`src/rtl/gameover_banner_if.sv`:
```
// Pixel bus between the scan generator and the GAME OVER banner controller:
// the scan coordinates going in and the rectangle hit/offset coming back.
interface gameover_banner_if;
  logic [10:0] pixelX;
  logic [10:0] pixelY;
  logic        InsideRectangle;
  logic [10:0] offsetX;
  logic [10:0] offsetY;

  modport master (
    output pixelX, pixelY,
    input  InsideRectangle, offsetX, offsetY
  );

  modport slave (
    input  pixelX, pixelY,
    output InsideRectangle, offsetX, offsetY
  );
endinterface

```
`src/rtl/gameover_banner_ctrl.sv`:
```
// GAME OVER banner position/animation: slides down, blinks, then holds, and
// produces the registered per-pixel hit/offset triple for the bitmap block.
module gameover_banner_ctrl #(
  parameter int OBJECT_WIDTH_X  = 140,
  parameter int OBJECT_HEIGHT_Y = 24,
  parameter int FINAL_X         = 250,
  parameter int FINAL_Y         = 228,
  parameter int START_Y         = 0,
  parameter int SLIDE_STEP      = 4,
  parameter int BLINK_FRAMES    = 16,
  parameter int BLINK_COUNT     = 3
) (
  input  logic               clk,
  input  logic               reset,
  input  logic               startOfFrame_i,
  input  logic               gameOverTrig_i,
  input  logic               restartReq_i,
  output logic               bannerActive_o,
  output logic               animDone_o,
  gameover_banner_if.slave   pix
);

  localparam int FC_W = (BLINK_FRAMES > 1) ? $clog2(BLINK_FRAMES) : 1;
  localparam int BC_W = $clog2(BLINK_COUNT + 1);

  typedef enum logic [1:0] {IDLE, SLIDE, BLINK, HOLD} state_t;

  state_t            state_q, state_d;
  logic [10:0]       topY_q, topY_d;
  logic              visible_q, visible_d;
  logic [FC_W-1:0]   frameCnt_q, frameCnt_d;
  logic [BC_W-1:0]   blinkCnt_q, blinkCnt_d;

  logic [11:0]       slide_sum;
  logic [11:0]       px12, py12, top12;
  logic              hit;

  logic              inside_q;
  logic [10:0]       offX_q, offY_q;

  always_ff @(posedge clk or posedge reset) begin
    if (reset) begin
      state_q    <= IDLE;
      topY_q     <= 11'(START_Y);
      visible_q  <= 1'b0;
      frameCnt_q <= '0;
      blinkCnt_q <= '0;
    end else begin
      state_q    <= state_d;
      topY_q     <= topY_d;
      visible_q  <= visible_d;
      frameCnt_q <= frameCnt_d;
      blinkCnt_q <= blinkCnt_d;
    end
  end

  assign slide_sum = {1'b0, topY_q} + 12'(SLIDE_STEP);

  always_comb begin
    state_d    = state_q;
    topY_d     = topY_q;
    visible_d  = visible_q;
    frameCnt_d = frameCnt_q;
    blinkCnt_d = blinkCnt_q;
    if (restartReq_i) begin
      state_d    = IDLE;
      topY_d     = 11'(START_Y);
      visible_d  = 1'b0;
      frameCnt_d = '0;
      blinkCnt_d = '0;
    end else begin
      case (state_q)
        IDLE: begin
          if (gameOverTrig_i) begin
            state_d   = SLIDE;
            topY_d    = 11'(START_Y);
            visible_d = 1'b1;
          end
        end
        SLIDE: begin
          if (startOfFrame_i) begin
            // Clamp the final step so the banner never overshoots its rest row.
            if (slide_sum >= 12'(FINAL_Y)) begin
              topY_d     = 11'(FINAL_Y);
              state_d    = BLINK;
              frameCnt_d = '0;
              blinkCnt_d = '0;
            end else begin
              topY_d = slide_sum[10:0];
            end
          end
        end
        BLINK: begin
          if (startOfFrame_i) begin
            if (frameCnt_q == FC_W'(BLINK_FRAMES - 1)) begin
              frameCnt_d = '0;
              visible_d  = ~visible_q;
              if (!visible_q) begin
                blinkCnt_d = blinkCnt_q + BC_W'(1);
                if (blinkCnt_q == BC_W'(BLINK_COUNT - 1)) state_d = HOLD;
              end
            end else begin
              frameCnt_d = frameCnt_q + FC_W'(1);
            end
          end
        end
        HOLD: begin
          visible_d = 1'b1;
          topY_d    = 11'(FINAL_Y);
        end
        default: state_d = IDLE;
      endcase
    end
  end

  // 12-bit compares so topY+height cannot wrap.
  assign px12  = {1'b0, pix.pixelX};
  assign py12  = {1'b0, pix.pixelY};
  assign top12 = {1'b0, topY_q};
  assign hit   = visible_q
              && (px12 >= 12'(FINAL_X)) && (px12 < 12'(FINAL_X + OBJECT_WIDTH_X))
              && (py12 >= top12) && (py12 < top12 + 12'(OBJECT_HEIGHT_Y));

  always_ff @(posedge clk or posedge reset) begin
    if (reset) begin
      inside_q <= 1'b0;
      offX_q   <= '0;
      offY_q   <= '0;
    end else begin
      inside_q <= hit;
      offX_q   <= hit ? (pix.pixelX - 11'(FINAL_X)) : 11'd0;
      offY_q   <= hit ? (pix.pixelY - topY_q) : 11'd0;
    end
  end

  assign pix.InsideRectangle = inside_q;
  assign pix.offsetX         = offX_q;
  assign pix.offsetY         = offY_q;
  assign bannerActive_o      = (state_q != IDLE);
  assign animDone_o          = (state_q == HOLD);

endmodule

```
`src/flat_wrapper.sv`:
```
// flat-port wrapper written by rule: the top's interface ports become plain ports
module gameover_banner_ctrl_flat 
#(
  parameter int OBJECT_WIDTH_X  = 140,
  parameter int OBJECT_HEIGHT_Y = 24,
  parameter int FINAL_X         = 250,
  parameter int FINAL_Y         = 228,
  parameter int START_Y         = 0,
  parameter int SLIDE_STEP      = 4,
  parameter int BLINK_FRAMES    = 16,
  parameter int BLINK_COUNT     = 3
)
  (clk, reset, startOfFrame_i, gameOverTrig_i, restartReq_i, bannerActive_o, animDone_o, pix_pixelX, pix_pixelY, pix_InsideRectangle, pix_offsetX, pix_offsetY);
  gameover_banner_if pix_i ();
  input  logic clk;
  input  logic reset;
  input  logic startOfFrame_i;
  input  logic gameOverTrig_i;
  input  logic restartReq_i;
  output logic bannerActive_o;
  output logic animDone_o;
  input wire logic [$bits(pix_i.pixelX)-1:0] pix_pixelX;
  input wire logic [$bits(pix_i.pixelY)-1:0] pix_pixelY;
  output wire logic [$bits(pix_i.InsideRectangle)-1:0] pix_InsideRectangle;
  output wire logic [$bits(pix_i.offsetX)-1:0] pix_offsetX;
  output wire logic [$bits(pix_i.offsetY)-1:0] pix_offsetY;
  assign pix_i.pixelX = pix_pixelX;
  assign pix_i.pixelY = pix_pixelY;
  assign pix_InsideRectangle = pix_i.InsideRectangle;
  assign pix_offsetX = pix_i.offsetX;
  assign pix_offsetY = pix_i.offsetY;
  gameover_banner_ctrl #(.OBJECT_WIDTH_X(OBJECT_WIDTH_X), .OBJECT_HEIGHT_Y(OBJECT_HEIGHT_Y), .FINAL_X(FINAL_X), .FINAL_Y(FINAL_Y), .START_Y(START_Y), .SLIDE_STEP(SLIDE_STEP), .BLINK_FRAMES(BLINK_FRAMES), .BLINK_COUNT(BLINK_COUNT)) u_core (.clk(clk), .reset(reset), .startOfFrame_i(startOfFrame_i), .gameOverTrig_i(gameOverTrig_i), .restartReq_i(restartReq_i), .bannerActive_o(bannerActive_o), .animDone_o(animDone_o), .pix(pix_i));
endmodule
```
`config.mk`:
```
export PLATFORM = sky130hd
export DESIGN_NAME = gameover_banner_ctrl_flat
export DESIGN_NICKNAME = d
export VERILOG_FILES = /design/src/rtl/gameover_banner_if.sv /design/src/rtl/gameover_banner_ctrl.sv /design/src/flat_wrapper.sv
export SDC_FILE = /design/constraint.sdc
export NUM_CORES = 1
export LEC_CHECK = 0
export BUFFER_PORTS_ARGS = -buffer_cell sky130_fd_sc_hd__buf_4
export CAP_MARGIN = 30
export CELL_PAD_IN_SITES_DETAIL_PLACEMENT = 1
export CELL_PAD_IN_SITES_GLOBAL_PLACEMENT = 1
export CORE_UTILIZATION = 38
export CTS_CLUSTER_SIZE = 14
export DETAILED_ROUTE_END_ITERATION = 10
export PLACE_DENSITY = 0.86
export SYNTH_ARGS = -nofsm -noshare
export SYNTH_HDL_FRONTEND = slang
export SYNTH_SLANG_ARGS = --single-unit
```
`constraint.sdc`:
```
create_clock -name clk -period 2.35 [get_ports clk]
set_clock_uncertainty 0.15 [all_clocks]
set_input_delay 0.235 -clock clk [delete_from_list [all_inputs] [get_ports clk]]
set_output_delay 0.235 -clock clk [all_outputs]
set_load 0.05 [all_outputs]
```
==> results of run 1 <==
power groups by stage:
stage	sequential [mW]	clock (mW)	combinational [mW]
final	0.768	0.718	0.918
after CTS	0.768	0.720	0.796
after global placement	0.779	0	0.706
after floorplan	0.783	0	0.472
after global routing	0.773	0.745	0.994
after detailed placement	0.782	0	0.752
layout make-up:
class	instances	share of cell area
Multi-Input combinational cell	247	0.467
Clock inverter	3	0.0163
Timing Repair Buffer	108	0.207
Sequential cell	41	0.244
Clock buffer	5	0.0163
Inverter	22	0.0202
Tap cell	99	0.0294
flip-flops by register name (all words and copies together), names as in the netlist:
name                        cells
u_core.pix.offsetY             11
u_core.visible_q                1
u_core.topY_q                   9
u_core.blinkCnt_q               2
u_core.state_q                  2
u_core.pix.offsetX             11
u_core.pix.InsideRectangle      1
u_core.frameCnt_q               4
kinds of logic (layout without fill, tap and decap cells):
logic type                 after synthesis  count (layout)  synth area share
muxes                                    5               5            0.0175
AOI/OAI and AO/OA                       65              65             0.146
DFF                                     41              41             0.359
buffers and inverters                   30             138            0.0446
adders and majority gates               33              33             0.144
xor gates and xnor gates                20              20            0.0638
and+or+nand+nor                        122             122             0.223
other                                    2               2           0.00262
placed cells by master (no fill, tap or decap), types with 3 or more instances in the layout:
cell                         n
sky130_fd_sc_hd__buf_4      98
sky130_fd_sc_hd__dfrtp_1    39
sky130_fd_sc_hd__ha_1       27
sky130_fd_sc_hd__nor2_1     25
sky130_fd_sc_hd__inv_1      19
sky130_fd_sc_hd__nand2_1    19
sky130_fd_sc_hd__o21ai_0    12
sky130_fd_sc_hd__a21oi_1    12
sky130_fd_sc_hd__nand3_1     9
sky130_fd_sc_hd__nor3_1      9
sky130_fd_sc_hd__xor2_1      9
sky130_fd_sc_hd__xnor2_1     8
sky130_fd_sc_hd__nor2_2      8
sky130_fd_sc_hd__o21ai_1     7
sky130_fd_sc_hd__nand2b_1    6
sky130_fd_sc_hd__ha_4        6
sky130_fd_sc_hd__mux2i_1     5
sky130_fd_sc_hd__a211oi_1    5
sky130_fd_sc_hd__clkbuf_8    5
sky130_fd_sc_hd__buf_6       5
sky130_fd_sc_hd__nand4_1     4
sky130_fd_sc_hd__nor3b_1     4
sky130_fd_sc_hd__nor3_2      4
sky130_fd_sc_hd__or3_1       4
sky130_fd_sc_hd__and2_1      4
sky130_fd_sc_hd__nor2b_1     3
sky130_fd_sc_hd__a31oi_1     3
sky130_fd_sc_hd__xnor2_2     3
sky130_fd_sc_hd__a21o_1      3
sky130_fd_sc_hd__nor2_4      3
sky130_fd_sc_hd__a21oi_2     3
sky130_fd_sc_hd__nand3b_1    3
sky130_fd_sc_hd__o2bb2ai_1   3
sky130_fd_sc_hd__buf_12      3
per-stage QoR:
stage	cell area, sq um	setup TNS (ns)
after detailed placement	3710	-6.50
after floorplan	2930	-0.0717
after global routing	4210	-9.65
final	4210	-5.84
after CTS	4030	-4.06
after global placement	3710	-2.21
per-layer routing:
layer | global-route usage | part of all wire
met2 | 0.517 | 0.55
met3 | 0.0382 | 0.033
met5 | 0 | 0
met1 | 0.256 | 0.38
met4 | 0.104 | 0.035
worst paths after layout:
kind	start	endpoint	depth (start not counted)
setup / recovery	u_core.topY_q[3]	u_core.pix.offsetY[1]	12
hold / removal	restartReq_i	u_core.frameCnt_q[0]	2
setup reg to reg	u_core.topY_q[3]	u_core.pix.offsetY[1]	12
hold reg to reg	u_core.blinkCnt_q[1]	u_core.blinkCnt_q[1]	1
max in group asynchronous	reset	u_core.topY_q[3]	4
min in group asynchronous	reset	u_core.pix.offsetX[10]	4
repair_timing:
action / 4_1_cts / 5_1_grt
endpoints found under the setup margin: 37 / 37
pin swaps: 8 / 12
hold endpoints to repair: 42 / 0
gates resized for setup: 25 / 31
hold buffers: 2 / 0
setup buffers: 4 / 8
cloned: 0 / 0
==> results.toml, run 1 <==
[synth]
synth_net_count = 378
synth-edff-count = 0
ys_seq_elements = 41
yosys.cell_types.count = 47
netlist_top_cells_count = "sky130_fd_sc_hd__dfrtp_1, sky130_fd_sc_hd__nor2_1, sky130_fd_sc_hd__ha_1"
syn-instance-count = 318
ys_dominant_reg_cell = "sky130_fd_sc_hd__dfrtp_1"
synth_largest_area_cell = "sky130_fd_sc_hd__dfrtp_1"
synth.cell_area_sq_mm = 0.00286
synthArstFlopShare = 1.00
synth_top_cells_by_area = "sky130_fd_sc_hd__dfrtp_1, sky130_fd_sc_hd__ha_1, sky130_fd_sc_hd__nor2_1"
yosysMostFrequentCell = "sky130_fd_sc_hd__dfrtp_1"
synth_top_cell_area_share = 0.359
synth-seq-area-share = 0.359
avgSynthCellArea_sq_um = 9.00
synth-warning-count = 0

[layout]
post-route-util = 0.581
antenna_cells = 0
area.sequential_sq_mm = 0.00103
layout.filler_cells = 841
area_growth_pct = 47.2
layout-drive-gt1-share = 0.385
layout.cells.non_filler = 525
multi_input_comb_area_sq_mm = 0.00197
design.final.nets = 485

[power_and_ir_drop]
total_power_mw = 2.40
internal_power_mw = 1.57
combinationalPowerShare = 0.382
vdd_ir_drop_max_v = 0.000355
seqPwrFrac = 0.320
p_switching_mw = 0.839
power_leakage_nw = 1.96
power.share.clock = 0.299
power_per_cell_area_mw_per_mm2 = 571
power.switching_fraction = 0.349

[die]
row_count = 31
fp.dieH_um = 88.8
core_area_sq_mm = 0.00725
start_util = 0.395
ioPinCount = 52
fp.dieW_um = 88.8
design.die.area_sq_mm = 0.00788

[flow_run]
drv_cap = 0

[global_routing]
via_count_of_the_first_global_routing_pass = 3152
initial_antenna_violation_count = 0
first_pass_grt_wire_length_um = 15000
grt_usage = 0.255
maximum_number_of_pins_on_one_net_before_global_route_repair = 42
gr-total-overflow = 0

[clocking]
cts.sinks = 41
cts_tree = "yes"
clk_pin_slew_ns = 0.09
htreeDepth = 2
skew_pair_late_insertion_delay_ns = 0.31
ctsLongestPathBuffers = 2
cts-buffers-inserted = 5
cts.root.buffer_cell = "sky130_fd_sc_hd__clkbuf_8"

[placed_design]
dp_hpwl_um = 6670
place_ws_ns = -0.253
dp.cells = 504
io_buffer_count = 51
finalWeightedCongestion = 0.826

[detailed_routing]
drtIter0Drc = 57
wl_per_cell_um = 19.4
post_drt_via_cell_ratio = 5.46
drt_pass1_iterations = 6
drc_errors = 0
antenna_left = 0
totalWireLength_um = 10200
routed-via-count = 2869

[min_path]
hold_path.class = "in -> reg"

[sta]
fin_crit_sh = 1.12
max_freq_mhz = 381
finalSetupViolCount = 36
finalCriticalPeriod_ns = 2.63
worst-slew-pin-transition_ns = 0.797
final-max-slew-violation-count = 0
unrepaired_setup_endpoints_after_global_routing = "yes"
final-hold-violation-count = 0
slew_headroom = 0.464
timing.final.ws_setup_ns = -0.278
hold-worst-slack_ns = 0.0364

[setup_path]
cp_slowest_cell = "sky130_fd_sc_hd__dfrtp_2"
cell_type_group_with_the_largest_total_delay_on_the_critical_path = "simple AND/OR/NAND/NOR gates"
critPathKind = "reg -> reg"
timing.critical_path.cells = "inv_2 > ha_4 > nor2_4 > nand3_1 > xnor2_2 > ha_4 > o2111ai_2 > a221o_1 > nand3_4 > buf_4 > inv_2 > and2_1"
worst_path_largest_cell_delay_ns = 0.41
critical_path_arrival_ns = 2.68
ff2ff_setup_slack_ns = -0.28
worst_setup_path_start_kind = "flop"
worst-path-max-fanout = 4
critical_path_required_ns = 2.40
cp-end-kind = "flop"
buffers_plus_inverters_on_the_worst_setup_path = 3

[run_status]
status = "finished with violations"
failed_checks = "setup timing"
Note: power is estimated with default switching activity, not from simulation.
==> inputs of run 2 (changes only) <==
- CELL_PAD_IN_SITES_DETAIL_PLACEMENT: 1 -> unset
- CELL_PAD_IN_SITES_GLOBAL_PLACEMENT: 1 -> unset
- CORE_UTILIZATION: 38 -> 51
- PLACE_DENSITY: 0.86 -> 0.87
==> results.toml, run 2 (synthesis gave the netlist of run 1 again) <==
[detailed_routing]
antenna_left = 0
drtIter0Drc = 169
post_drt_via_cell_ratio = 5.63
drt_pass1_iterations = 5
routed-via-count = 2715
wl_per_cell_um = 15.7
totalWireLength_um = 7540
drc_errors = 0

[global_routing]
maximum_number_of_pins_on_one_net_before_global_route_repair = 42
gr-total-overflow = 0
initial_antenna_violation_count = 0
via_count_of_the_first_global_routing_pass = 2685
first_pass_grt_wire_length_um = 12400
grt_usage = 0.262

[die]
core_area_sq_mm = 0.00527
ioPinCount = 52
start_util = 0.543
fp.dieW_um = 76.9
design.die.area_sq_mm = 0.00591
fp.dieH_um = 76.9
row_count = 26

[setup_path]
worst_setup_path_start_kind = "flop"
critPathKind = "reg -> reg"
cp-end-kind = "flop"
critical_path_arrival_ns = 2.59
crit_path_start = "u_core.topY_q[3]"
worst-path-max-fanout = 3
critical_path_required_ns = 2.37
ff2ff_setup_slack_ns = -0.22
crit-reg2reg-launch = "u_core.topY_q[3]"

[clocking]
htreeDepth = 2
cts.root.buffer_cell = "sky130_fd_sc_hd__clkbuf_8"
cts_tree = "yes"
clk_pin_slew_ns = 0.08
cts.sinks = 41
skew_pair_late_insertion_delay_ns = 0.29
cts-buffers-inserted = 5
ctsLongestPathBuffers = 2

[layout]
layout.filler_cells = 347
area.sequential_sq_mm = 0.00103
layout_common_cells = "sky130_fd_sc_hd__buf_4, sky130_fd_sc_hd__dfrtp_1, sky130_fd_sc_hd__nor2_1"
multi_input_comb_area_sq_mm = 0.00191
design.final.nets = 472
antenna_cells = 0
layout-drive-gt1-share = 0.340
final_design_area_no_fill_sq_mm = 0.00397
area_growth_pct = 38.8
final_common_cell = "sky130_fd_sc_hd__buf_4"

[power_and_ir_drop]
power.switching_fraction = 0.350
seqPwrFrac = 0.357
power.share.clock = 0.254
power_per_cell_area_mw_per_mm2 = 544
internal_power_mw = 1.40
total_power_mw = 2.16
combinationalPowerShare = 0.388
vdd_ir_drop_max_v = 0.000399
p_switching_mw = 0.755
power_leakage_nw = 1.89

[placed_design]
io_buffer_count = 51
finalWeightedCongestion = 0.862
placedInstanceArea_sq_mm = 0.00359
dp_hpwl_um = 5170

[sta]
hold-worst-slack_ns = 0.0441
timing.final.ws_setup_ns = -0.216
slew_headroom = 0.482
unrepaired_setup_endpoints_after_global_routing = "yes"
max_freq_mhz = 390
finalCriticalPeriod_ns = 2.57
final-max-slew-violation-count = 0
fin_crit_sh = 1.09
finalSetupViolCount = 26
final-hold-violation-count = 0
worst-slew-pin-transition_ns = 0.771

[run_status]
status = "finished with violations"
failed_checks = "setup timing"

[flow_run]
drv_cap = 0

[min_path]
hold_start = "pix_pixelY[0]"
hold_path.class = "in -> reg"
[run 2: metal layers]
metal  vias to the layer above  routed length (um)  global-route usage
met2                        84                3970               0.453
met5                         -                   0                   0
met1                      1299                3090               0.324
met3                        23                 276              0.0393
met4                         0                 208               0.110
li1                       1309                   -                   -
[run 2: path summary, 6_finish.rpt]
check                                   endpoint  cells past startpoint
max reg2reg                u_core.pix.offsetY[9]                     10
min reg2reg                 u_core.blinkCnt_q[1]                      1
min in group asynchronous   u_core.blinkCnt_q[0]                      4
max in group asynchronous       u_core.topY_q[4]                      4
max                        u_core.pix.offsetY[9]                     10
min                        u_core.pix.offsetY[0]                      3
[run 2: worst max-delay path, stage by stage (launching register included)]
cell,delay [ns]
sky130_fd_sc_hd__dfrtp_1,0.42
sky130_fd_sc_hd__inv_2,0.11
sky130_fd_sc_hd__ha_4,0.15
sky130_fd_sc_hd__nor2_4,0.04
sky130_fd_sc_hd__xnor2_2,0.13
sky130_fd_sc_hd__ha_1,0.28
sky130_fd_sc_hd__a211o_1,0.29
sky130_fd_sc_hd__o2111ai_2,0.20
sky130_fd_sc_hd__a221o_1,0.25
sky130_fd_sc_hd__nand2_1,0.09
sky130_fd_sc_hd__nor4_1,0.34
[run 2: metrics by stage]
stage | setup TNS [ns] | cells | util | setup WS, ns
after floorplan | -0.0717 | 318 | - | -0.0377
after global placement | -1.67 | 464 | 0.682 | -0.101
after detailed placement | -3.87 | 464 | 0.682 | -0.218
after CTS | -1.65 | 478 | 0.729 | -0.156
after global routing | -6.75 | 482 | 0.754 | -0.309
final | -4.09 | 482 | 0.754 | -0.216
[run 2: repair_timing]
action / 4_1_cts / 5_1_grt
resized for setup: 19 / 19
buffers inserted: 5 / 4
endpoints found under the hold margin: 42 / 0
hold buffers: 2 / 0
setup endpoints to repair: 32 / 38
pin swaps: 17 / 7
[run 2: power groups by stage]
stage / Sequential, mW / Clock, mW / Combinational, mW
2_1_floorplan: 0.783 / 0 / 0.472
3_3_place_gp: 0.779 / 0 / 0.677
3_5_place_dp: 0.783 / 0 / 0.707
4_1_cts: 0.771 / 0.556 / 0.732
5_1_grt: 0.776 / 0.585 / 0.918
6_report: 0.771 / 0.549 / 0.839
[run 2: layout make-up]
class / count / area share
Sequential cell: 41 / 0.259
Clock inverter: 2 / 0.00882
Multi-Input combinational cell: 247 / 0.482
Inverter: 22 / 0.0214
Clock buffer: 5 / 0.0173
Tap cell: 70 / 0.0221
Timing Repair Buffer: 95 / 0.190
==> inputs of run 3 (changes only) <==
- BUFFER_PORTS_ARGS: -buffer_cell sky130_fd_sc_hd__buf_4 -> -buffer_cell sky130_fd_sc_hd__buf_2
==> results.toml, run 3 (synthesis gave the netlist of run 1 again) <==
[run_status]
status = "finished with violations"
failed_checks = "setup timing"

[detailed_routing]
post_drt_via_cell_ratio = 5.70
wl_per_cell_um = 15.7
drc_errors = 0
drt_pass1_iterations = 4
routed-via-count = 2806
drtIter0Drc = 178
antenna_left = 0
totalWireLength_um = 7740

[power_and_ir_drop]
power.share.clock = 0.238
total_power_mw = 2.06
combinationalPowerShare = 0.388
power.switching_fraction = 0.383
power_per_cell_area_mw_per_mm2 = 519
internal_power_mw = 1.27
vdd_ir_drop_max_v = 0.000239
p_switching_mw = 0.789
power_leakage_nw = 1.92
seqPwrFrac = 0.374

[setup_path]
cp-end-kind = "flop"
critical_path_required_ns = 2.43
worst_setup_path_start_kind = "flop"
worst-path-max-fanout = 6
critical_path_arrival_ns = 2.74
critPathKind = "reg -> reg"

[clocking]
skew_pair_late_insertion_delay_ns = 0.30
cts_tree = "yes"
cts.sinks = 41
htreeDepth = 2
cts-buffers-inserted = 5
ctsLongestPathBuffers = 2
cts.root.buffer_cell = "sky130_fd_sc_hd__clkbuf_8"
clk_pin_slew_ns = 0.09

[global_routing]
gr-usage-met1 = 0.321
maximum_number_of_pins_on_one_net_before_global_route_repair = 42
met3_usage = 0.0393
first_pass_grt_wire_length_um = 12200
grt.busiest_layer = "met2"
initial_antenna_violation_count = 0
grt_usage = 0.257
use_met2 = 0.453
via_count_of_the_first_global_routing_pass = 2672
gr-total-overflow = 0

[sta]
worst-slew-pin-transition_ns = 0.752
final-max-slew-violation-count = 0
fin_crit_sh = 1.13
setup-tns-final_ns = -6.19
finalCriticalPeriod_ns = 2.66
final-hold-violation-count = 0
hold-worst-slack_ns = 0.0197
slew_headroom = 0.495
finalSetupViolCount = 29
unrepaired_setup_endpoints_after_global_routing = "yes"
timing.final.ws_setup_ns = -0.308
max_freq_mhz = 376

[min_path]
hold_path.class = "in -> reg"

[layout]
design.final.nets = 481
antenna_cells = 0
area_growth_pct = 38.7
layout.cells.non_filler = 492
layout_common_cells = "sky130_fd_sc_hd__buf_2, sky130_fd_sc_hd__buf_4, sky130_fd_sc_hd__dfrtp_1"
post-route-util = 0.753
final_design_area_no_fill_sq_mm = 0.00397
final_common_cell = "sky130_fd_sc_hd__buf_2"
layout.filler_cells = 352
layout-drive-gt1-share = 0.370

[die]
start_util = 0.543
row_count = 26
fp.dieH_um = 76.9
design.die.area_sq_mm = 0.00591
core_area_sq_mm = 0.00527
ioPinCount = 52
fp.dieW_um = 76.9

[placed_design]
dp_hpwl_um = 4960
place_ws_ns = -0.216
finalWeightedCongestion = 0.872
placedInstanceArea_sq_mm = 0.00347
dp.cells = 464
io_buffer_count = 51

[flow_run]
drv_cap = 0
==> run 3: worst paths after layout <==
check,cells after the start,slack [ns],start,endpoint
max,11,-0.31,u_core.topY_q[3],u_core.pix.offsetY[4]
min,3,0.02,pix_pixelY[0],u_core.pix.offsetY[0]
max reg2reg,11,-0.31,u_core.topY_q[3],u_core.pix.offsetY[4]
min reg2reg,1,0.39,u_core.blinkCnt_q[0],u_core.blinkCnt_q[0]
max in group asynchronous,4,1.23,reset,u_core.topY_q[3]
min in group asynchronous,4,0.44,reset,u_core.pix.offsetX[0]
==> run 3: cell type report <==
class,instances,area (sq um),share of cell area
Tap cell,70,87.6,0.0221
Clock inverter,3,25.0,0.00631
Multi-Input combinational cell,247,1970,0.496
Clock buffer,5,68.8,0.0173
Sequential cell,41,1030,0.259
Inverter,22,85.1,0.0214
Timing Repair Buffer,104,706,0.178
==> run 3: timing repair <==
item | CTS | global route
gates resized for setup | 25 | 30
endpoints found under the hold margin | 42 | 1
pin swaps | 22 | 18
hold buffers | 2 | 1
gates cloned | 0 | 1
setup buffers | 14 | 6
endpoints found under the setup margin | 29 | 37
==> run 3: critical path, cell delays in order (launching register included) <==
cell and delay (ns):
sky130_fd_sc_hd__dfrtp_2 0.43, sky130_fd_sc_hd__inv_2 0.09, sky130_fd_sc_hd__ha_4 0.16, sky130_fd_sc_hd__nor2_4 0.04, sky130_fd_sc_hd__xnor2_1 0.19, sky130_fd_sc_hd__ha_1 0.27, sky130_fd_sc_hd__a211o_1 0.32, sky130_fd_sc_hd__o2111ai_2 0.19
sky130_fd_sc_hd__a221o_1 0.28, sky130_fd_sc_hd__nand3_4 0.15, sky130_fd_sc_hd__buf_6 0.18, sky130_fd_sc_hd__nor3b_2 0.14
==> run 3: per-layer routing <==
| layer | up-vias | wire length [um] |
|---|---|---|
| li1 | 1324 | - |
| met1 | 1354 | 3100 |
| met2 | 100 | 3980 |
| met3 | 28 | 405 |
| met4 | 0 | 259 |
| met5 | - | 0 |
==> run 3: power by group through the flow <==
stage          sequential [mW]  combinational, mW  clock (mW)
2_1_floorplan            0.783              0.472           0
3_3_place_gp             0.779              0.655           0
3_5_place_dp             0.781              0.679           0
4_1_cts                  0.770              0.705       0.496
5_1_grt                  0.774              0.866       0.531
6_report                 0.770              0.799       0.491
